$ cat config.mk
export PLATFORM = sky130hd
export DESIGN_NAME = dma_arbiter
export DESIGN_NICKNAME = d
export VERILOG_FILES = /design/src/rtl/dma_arbiter_pkg.sv /design/src/rtl/dma_arbiter_engine.sv /design/src/rtl/dma_arbiter.sv
export SDC_FILE = /design/constraint.sdc
export NUM_CORES = 1
export LEC_CHECK = 0
export ABC_AREA = 1
export BUFFER_PORTS_ARGS = -buffer_cell sky130_fd_sc_hd__buf_4
export CAP_MARGIN = 10
export CORE_MARGIN = 8
export CORE_UTILIZATION = 40
export CTS_BUF_LIST = sky130_fd_sc_hd__clkbuf_4 sky130_fd_sc_hd__clkbuf_8
export DETAILED_ROUTE_END_ITERATION = 8
export PLACE_DENSITY_LB_ADDON = 0.05
export SETUP_SLACK_MARGIN = 0.02
export SYNTH_ARGS = -nofsm -noshare
export SYNTH_HDL_FRONTEND = slang
export SYNTH_SLANG_ARGS = --single-unit
export TNS_END_PERCENT = 30
$ cat constraint.sdc
create_clock -name clk -period 4.45 [get_ports clk]
set_input_delay 0 -clock clk [delete_from_list [all_inputs] [get_ports clk]]
set_output_delay 0 -clock clk [all_outputs]
set_load 0.02 [all_outputs]
$ cat src/rtl/dma_arbiter_pkg.sv
// Shared CPU package: bus word types, the OAM DMA state encoding and the DMA memory-map constants.
// Latency: none (types and constants only).
// Backpressure: not applicable.
package dma_arbiter_pkg;

  typedef logic [15:0] reg16_t;
  typedef logic [7:0]  reg8_t;

  typedef enum logic [1:0] {
    DMA_IDLE  = 2'd0,
    DMA_START = 2'd1,
    DMA_XFER  = 2'd2
  } dma_state_t;

  localparam reg16_t      DMA_REG  = 16'hFF46;  // DMA source page register
  localparam int unsigned DMA_LEN  = 160;       // bytes per OAM transfer
  localparam reg8_t       IDX_LAST = 8'(DMA_LEN - 1);
  localparam reg16_t      HRAM_LO  = 16'hFF80;
  localparam reg16_t      HRAM_HI  = 16'hFFFE;

  // Pages E0..FF alias the echo region, so they fold down by 0x20 onto work RAM.
  function automatic reg8_t eff_page(input reg8_t src);
    return (src >= 8'hE0) ? reg8_t'(src - 8'h20) : src;
  endfunction

endpackage

$ cat src/rtl/dma_arbiter_engine.sv
// OAM DMA sequencer: IDLE -> START (1 cycle) -> XFER (160 byte steps), restartable from any state.
// Latency: the first byte moves two cycles after start; each XFER cycle moves one byte.
// Backpressure: stall freezes idx for that cycle without leaving XFER.
// Ports: clk/rst (async active-low); start + src_in load a new transfer; stall holds progress;
//        active = START or XFER; xfer = XFER; idx/eff_hi form the source address; src for readback.
module oam_dma_engine
  import dma_arbiter_pkg::*;
(
  input  logic       clk,
  input  logic       rst,
  input  logic       start,
  input  logic [7:0] src_in,
  input  logic       stall,
  output logic       active,
  output logic       xfer,
  output logic [7:0] idx,
  output logic [7:0] eff_hi,
  output logic [7:0] src
);

  dma_state_t state, state_nx;
  reg8_t      idx_nx, src_nx;

  always_ff @(posedge clk or negedge rst) begin
    if (!rst) begin
      state <= DMA_IDLE;
      idx   <= 8'h00;
      src   <= 8'hFF;
    end else begin
      state <= state_nx;
      idx   <= idx_nx;
      src   <= src_nx;
    end
  end

  always_comb begin
    state_nx = state;
    idx_nx   = idx;
    src_nx   = src;
    // A restart wins over everything, including the final byte of a transfer.
    if (start) begin
      src_nx   = src_in;
      idx_nx   = 8'h00;
      state_nx = DMA_START;
    end else begin
      case (state)
        DMA_START: state_nx = DMA_XFER;
        DMA_XFER: begin
          if (!stall) begin
            if (idx == IDX_LAST) begin
              idx_nx   = 8'h00;
              state_nx = DMA_IDLE;
            end else begin
              idx_nx = idx + 8'h01;
            end
          end
        end
        default: state_nx = DMA_IDLE;
      endcase
    end
  end

  assign active = (state == DMA_START) || (state == DMA_XFER);
  assign xfer   = (state == DMA_XFER);
  assign eff_hi = eff_page(src);

endmodule

$ cat src/rtl/dma_arbiter.sv
// Shares one memory bus between the CPU and the OAM DMA engine; decodes the DMA register and HRAM.
// Latency: combinational bus muxing; DMA register writes take effect on the next edge.
// Backpressure: during XFER non-HRAM CPU accesses are dropped (reads return FF); HRAM/DMA_REG accesses stall the DMA.
// Ports: cpu_* request side; mem_* shared bus (same-cycle read data); oam_* write port; dma_active status.
module dma_arbiter
  import dma_arbiter_pkg::*;
(
  input  logic        clk,
  input  logic        rst,
  input  logic [15:0] cpu_addr,
  input  logic        cpu_rd,
  input  logic        cpu_wr,
  input  logic [7:0]  cpu_wdata,
  output logic [7:0]  cpu_rdata,
  output logic [15:0] mem_addr,
  output logic        mem_rd,
  output logic        mem_wr,
  output logic [7:0]  mem_wdata,
  input  logic [7:0]  mem_rdata,
  output logic [7:0]  oam_addr,
  output logic        oam_wr,
  output logic [7:0]  oam_wdata,
  output logic        dma_active
);

  logic       is_dma, is_hram, cpu_acc, stall, dma_owns, xfer;
  logic [7:0] idx, eff_hi, src;

  assign is_dma   = (cpu_addr == DMA_REG);
  assign is_hram  = (cpu_addr >= HRAM_LO) && (cpu_addr <= HRAM_HI);
  assign cpu_acc  = cpu_rd || cpu_wr;
  // Only HRAM and the DMA register stay reachable while the DMA runs; touching them steals the bus.
  assign stall    = xfer && cpu_acc && (is_hram || is_dma);
  assign dma_owns = xfer && !stall;

  oam_dma_engine u_engine (
    .clk    (clk),
    .rst    (rst),
    .start  (cpu_wr && is_dma),
    .src_in (cpu_wdata),
    .stall  (stall),
    .active (dma_active),
    .xfer   (xfer),
    .idx    (idx),
    .eff_hi (eff_hi),
    .src    (src)
  );

  always_comb begin
    // CPU pass-through; the DMA register is internal and never reaches the bus.
    mem_addr  = cpu_addr;
    mem_rd    = cpu_rd && !is_dma;
    mem_wr    = cpu_wr && !cpu_rd && !is_dma;
    mem_wdata = cpu_wdata;
    cpu_rdata = (cpu_rd && is_dma) ? src : mem_rdata;
    oam_wr    = 1'b0;
    oam_addr  = 8'h00;
    oam_wdata = 8'h00;
    if (dma_owns) begin
      mem_addr  = {eff_hi, idx};
      mem_rd    = 1'b1;
      mem_wr    = 1'b0;
      mem_wdata = 8'h00;
      cpu_rdata = 8'hFF;
      oam_wr    = 1'b1;
      oam_addr  = idx;
      oam_wdata = mem_rdata;
    end
  end

endmodule

==> impl_metrics.tcl, run 1 <==
set metrics [dict create \
    floorplan.core_area_um2 4000 \
    post_drt_wl_per_cell_um 12.5 \
    max-vdd-ir-drop_mv 0.268 \
    floorplan.initialDensity 0.415 \
    path_cells "inv_1, ha_1, o21ai_1, nor2_2, nand2_2, nand2_4, inv_2, o21ai_0, buf_4" \
    cts.htree.levels 1 \
    grt_most_used_layer "met2" \
    clk-insertion-delay-late_ns 0.25 \
    criticalPathCategory "register to output pin" \
    num_io_pins 88 \
    die_area_um2 6460 \
    final_layout_size_suffix_gt1_frac 0.318 \
    cts_sinks 18 \
    clock_buffers_created_by_tritoncts 3 \
    final_weighted_congestion_in_routability_driven_placement 0.852 \
    drt_pass1_iterations 4 \
    detailedPlacementHpwl_um 4020 \
    setup_viol 0 \
    netlist.area_leader.share 0.183 \
    most_used_cells_in_the_layout_excluding_fill_and_tap_cells "buf_4 (87), nand2_1 (81), inv_1 (47)" \
    seq_area_frac_synth 0.278 \
    synth_to_final_area_change_pct 44.6 \
    globalRouteMet1Util 0.200 \
    grt_usage 0.150 \
    diodes 0 \
    worstHoldPathType "primary input to register" \
    final_antenna_net_count 0 \
    grt_max_degree 64 \
    grt_remaining_overflow 0 \
    ys_ff_latch 18 \
    syn_inst 268 \
    maxSlewHeadroom 0.624 \
    route.detailed.vias_per_inst 4.61 \
    worst_slack_ns 2.13 \
    grt_first_pass_wirelength_um 7970 \
    synth.yosys.warnings 0 \
    critPathMaxStageDelay_ns 0.44 \
    cts_tree "done" \
    clk_root_buffer_cell "clkbuf_8" \
    worstMarginPinSlew_ns 0.562 \
    clock_path_buffers 2 \
    crit_path_start_kind "register" \
    timing.critical_path.arrival_ns 2.32 \
    vias 1869 \
    final_common_cell "buf_4" \
    rows 23 \
    setup.worst_path.end_class "output pin" \
    die_height_um 80.4 \
    synth_cell_type_count 26 \
    use_met2 0.237 \
    final_nets 396 \
    dp_slack_ns 2.38 \
    antenna_found_initial 0 \
    total_length_of_routed_wires_um 5060 \
    via_count_of_the_first_global_routing_pass 1704 \
    die_w_um 80.4 \
    groute.layer.met3.usage 0.0301 \
    pwr_density_cell_nw_per_um2 375 \
    critical_path.max_fanout 63 \
    max_capacitance_violation_count 0 \
    worstPathRequired_ns 4.45 \
    post_cts.resized_instances 0 \
    run_status "completed" \
    postSynthAreaPerCell_um2 6.19 \
    post_synth_instance_area_um2 1660 \
    leakage_nw 1.33 \
    cts.clk_slew.worst_paths_ns 0.07 \
    total_negative_slack_ns 0 \
    slew_violations 0 \
    finalClockSkew_ns 0.00353 \
    fin_crit_ns 2.32 \
    max_clock_freq_mhz 431 \
    final_min_period_over_clock_period 0.522 \
    synth_area_leader_cell "nand2_1" \
    synth.area.top_cells "nand2_1 (18%), dfrtp_1 (15%), dfstp_2 (13%), inv_1 (11%), nor2_1 (9.3%)" \
    totalPowerFinal_mw 0.899 \
    buffer_ports.inserted 87 \
    synthesis.nets 308 \
    crit_slowest_cell "nand2_4" \
    drt_iter0_markers 89 \
    setup_repair_after_global_routing_missed_its_margin "false" \
    drc_errors 0 \
    timing.final.hold_violations 0 \
]
==> timing repair <==
item,4_1_cts,5_1_grt
setup buffers,0,0
endpoints found under the hold margin,24,0
hold buffers,7,0
==> path summary, 6_finish.rpt <==
check	from	endpoint	slack (ns)	depth (start not counted)
min in group asynchronous	rst	u_engine.state[0]	0.15	2
max in group asynchronous	rst	u_engine.src[2]	4.04	2
worst max-delay path	u_engine.state[0]	mem_addr[0]	2.13	9
worst min register to register	u_engine.src[0]	u_engine.src[0]	0.49	2
worst min-delay path	cpu_wdata[1]	u_engine.src[1]	0.01	3
worst max register to register	u_engine.state[0]	u_engine.idx[3]	2.48	9
==> where the power goes <==
part / total (mW) / internal, mW / switching (mW) / leakage [nW]
combinational: 0.544 / 0.213 / 0.331 / 1.09
clock: 0.134 / 0.0786 / 0.0558 / 0.0288
sequential: 0.220 / 0.189 / 0.0308 / 0.214
total: 0.899 / 0.481 / 0.418 / 1.33
==> critical path, delay by kind of cell (launching register included) <==
family / cells / cell delay, ns
adder cells (fa/ha/maj): 1 / 0.24
buffers and inverters: 3 / 0.45
flip-flops: 1 / 0.40
AO/OA/AOI/OAI: 2 / 0.31
AND/OR/NAND/NOR: 3 / 0.68
==> layer usage <==
| layer | part of all wire | wire length, um |
|---|---|---|
| met3 | 0.091 | 462 |
| met2 | 0.43 | 2160 |
| met5 | 0 | 0 |
| met1 | 0.47 | 2360 |
| met4 | 0.014 | 70 |
==> cells in the mapped netlist <==
cell and count:
a21oi_1 1, buf_2 3, buf_4 1, buf_6 7
dfrtp_1 10, dfstp_2 8, ha_1 4, inv_1 47
inv_2 1, nand2_1 81, nand2_2 3, nand2_4 1
nand3_1 13, nand3b_1 1, nand4_1 3, nor2_1 41
nor2_2 1, nor2_4 1, nor2b_1 1, nor3_1 1
nor3_2 1, o211ai_1 8, o21ai_0 15, o21ai_1 6
o21ai_2 6, xor2_1 3
==> per-stage QoR <==
stage	std cells	utilization	hold slack, ns	instance area, um2
6_report	405	0.600	0.00969	2400
5_1_grt	405	0.600	0.0256	2400
4_1_cts	405	0.600	0.0108	2400
3_3_place_gp	394	0.568	-0.119	2270
3_5_place_dp	394	0.568	-0.116	2270
2_1_floorplan	268	-	-0.296	1660
==> flip-flops by register name, summed over array words and instances, names as in the netlist <==
signal	flops
u_engine.state	2
u_engine.idx	8
u_engine.src	8
==> logic make-up (layout without fill, tap and decap cells) <==
logic type | count (synthesis) | after routing | share of synthesized area
AND/OR/NAND/NOR | 148 | 148 | 0.373
buffers and inverters | 59 | 146 | 0.170
AO/OA/AOI/OAI | 36 | 36 | 0.134
flip-flops | 18 | 18 | 0.278
adder cells (fa/ha/maj) | 4 | 4 | 0.0302
XOR/XNOR | 3 | 3 | 0.0158
==> cell type report <==
| class | count | area, um2 |
|---|---|---|
| clock buffer | 4 | 55.1 |
| fill | 415 | 1600 |
| sequential | 18 | 460 |
| tap | 50 | 62.6 |
| timing repair buffer | 94 | 723 |
| multi-input combinational | 191 | 917 |
| inverter | 48 | 180 |
Note: power is estimated with default switching activity, not from simulation.
==> inputs of run 2 (changes only) <==
ABC_AREA = 0   (was 1)
clock period = 2 ns   (was 4.45 ns; I/O delays follow)
==> run 2 against run 1 <==
First-iteration DRC count is 27% lower; worst hold slack improved by 0.087 ns; die area decreased by 10%; wire length down 1.1%; critical path type is now register to register; critical endpoint is now u_engine.state[1]; largest cell class unchanged.
==> impl_metrics.tcl, run 2 <==
set metrics [dict create \
    setup_viol 0 \
    cts.htree.levels 1 \
    buffer_ports.inserted 87 \
    vias 1657 \
    path_delay_family "simple AND/OR/NAND/NOR gates" \
    synth.area.top_cells "dfrtp_1 (17%), dfstp_2 (15%), nand2_1 (11%), and2_1 (10%), mux2i_1 (5.5%)" \
    synth_fa_ha_area_frac 0.0346 \
    crit_path_start_kind "register" \
    seq_area_frac_synth 0.318 \
    max-vdd-ir-drop_mv 0.263 \
    ys_async_sr_fraction 1.00 \
    grt_first_pass_wirelength_um 8050 \
    rows 22 \
    synth_cell_type_count 34 \
    final_nets 324 \
    synth.yosys.warnings 0 \
    finalClockSkew_ns 0.00843 \
    postSynthAreaPerCell_um2 7.83 \
    syn_inst 185 \
    layout_top_registers "u_engine.idx (8), u_engine.src (8), u_engine.state (2)" \
    critical_path.max_fanout 6 \
    run_status "completed" \
    timing.final.hold_violations 0 \
    netlist.area_leader.share 0.173 \
    post_synth_instance_area_um2 1450 \
    drt_iter0_markers 65 \
    worstHoldPathType "primary input to async pin" \
    synth.most_common_cell "nand2_1" \
    setup.worst_path.end_class "register" \
    cts_tree "done" \
    grt_max_degree 29 \
    cts.clk_slew.worst_paths_ns 0.11 \
    synthesis.nets 225 \
    critical_path_buf_inv_count 0 \
    synth_enable_flop_cells 0 \
    clk_root_buffer_cell "clkbuf_4" \
    clock_buffers_created_by_tritoncts 3 \
    setup_repair_after_global_routing_missed_its_margin "true" \
    fin_crit_ns 1.87 \
    timing.critical_path.arrival_ns 2.06 \
    final_antenna_net_count 0 \
    pwr_density_cell_nw_per_um2 347 \
    criticalPathCategory "register to register" \
    clk-insertion-delay-late_ns 0.29 \
    num_io_pins 88 \
    floorplan.core_area_um2 3580 \
    synth_to_final_area_change_pct 60.2 \
    ys_ff_latch 18 \
    diodes 0 \
    worstPathRequired_ns 2.19 \
    detailedPlacementHpwl_um 3840 \
    total_length_of_routed_wires_um 5000 \
    drt_pass1_iterations 5 \
    die_w_um 76.2 \
    max_capacitance_violation_count 0 \
    final_min_period_over_clock_period 0.937 \
    post_drt_wl_per_cell_um 15.1 \
    cts_sinks 18 \
    total_negative_slack_ns 0 \
    final_weighted_congestion_in_routability_driven_placement 0.812 \
    hold_ws_ns 0.0970 \
    synthXorXnorAreaFrac 0 \
    dominant_combinational_cell_family_by_area_after_synthesis "simple AND/OR/NAND/NOR gates" \
    fillerInstances 337 \
    postSynth.topFlopCell "dfrtp_1" \
    clock_path_buffers 2 \
    path_cells "ha_1, nand4_1, or4b_4, a31oi_2, or3_1, a21oi_1" \
    yosys-mux-area-fraction 0.102 \
    max_clock_freq_mhz 534 \
    die_height_um 76.2 \
    critical_path.reg2reg.endpoint "u_engine.state[1]" \
    route.detailed.vias_per_inst 5.01 \
    worstMarginPinSlew_ns 0.445 \
    most_used_cells_in_the_layout_excluding_fill_and_tap_cells "buf_4 (95), nand2_1 (42), and2_1 (24)" \
    final_common_cell "buf_4" \
    synthSimpleGateAreaFrac 0.354 \
    slew_violations 0 \
    yosys-top-cells-count "nand2_1 (42), and2_1 (24), nand3_1 (11)" \
    rr_startpoint "u_engine.idx[0]" \
    synth_area_in_compound_gates 0.134 \
    synth_area_leader_cell "dfrtp_1" \
    grt_usage 0.164 \
    r2r_depth 6 \
    critPathMaxStageDelay_ns 0.57 \
    drc_errors 0 \
    die_area_um2 5800 \
    final_layout_size_suffix_gt1_frac 0.417 \
    rrSetupSlack_ns 0.13 \
    floorplan.initialDensity 0.405 \
    leakage_nw 1.25 \
    via_count_of_the_first_global_routing_pass 1599 \
    maxSlewHeadroom 0.701 \
    crit_slowest_cell "or4b_4" \
    antenna_found_initial 0 \
    grt_remaining_overflow 0 \
]
-- run 2: cell types whose count changed in the layout (fill, tap and decap cells not counted), sizes merged, moves of 9 or more --
cell   change
o21ai     -20
inv       -39
a21o       +9
nand2     -43
and2      +24
nor2      -38
-- run 2: logic make-up after synthesis --
group / after synthesis
and+or+nand+nor: 100
AOI/OAI and AO/OA: 30
buffers and inverters: 19
DFF: 18
muxes: 14
adders and majority gates: 4
-- run 2: area by class of cell --
cell class                      count  area [um2]  share of cell area
Sequential cell                    18         460               0.199
Inverter                            9        41.3              0.0178
Timing Repair Buffer              104         803               0.346
Clock buffer                        4        30.0              0.0130
Multi-Input combinational cell    148         923               0.398
Tap cell                           48        60.1              0.0259
-- run 2: routing by layer --
metal,track usage,wire [um],vias up
li1,-,-,834
met5,0,0,-
met3,0.0413,308,6
met4,0.0462,39,0
met2,0.262,2380,62
met1,0.213,2280,755
-- run 2: worst max path at each step --
stage,start,endpoint,slack (ns),cells after the start
final,u_engine.idx[0],u_engine.state[1],0.13,6
after global routing,u_engine.idx[0],u_engine.state[1],0.01,6
after detailed placement,u_engine.idx[0],u_engine.state[1],0.12,6
after global placement,u_engine.idx[0],u_engine.state[1],0.17,6
after CTS,u_engine.state[0],mem_addr[1],0.06,8
after floorplan,u_engine.idx[0],u_engine.state[1],0.19,7
-- run 2: where the power goes --
group          total (mW)  leakage (nW)  switching, mW  internal (mW)
combinational       0.231          1.02          0.110          0.121
clock               0.210        0.0184          0.119         0.0910
sequential          0.365         0.212       0.000200          0.365
total               0.806          1.25          0.229          0.577
-- run 2: per-stage QoR --
stage	setup WS [ns]	total power, mW	utilization	instance area, um2	std cells
floorplan	0.189	0.457	-	1450	185
global placement	0.175	0.587	0.607	2170	318
detailed placement	0.116	0.588	0.607	2170	318
CTS	0.0586	0.823	0.641	2290	331
global route	0.0122	0.846	0.648	2320	331
finish	0.126	0.806	0.648	2320	331
-- run 2: timing repair --
item,in CTS,in global routing
resized for setup,2,5
hold endpoints to repair,26,0
setup endpoints to repair,13,23
hold buffers,9,0
setup buffers,0,0
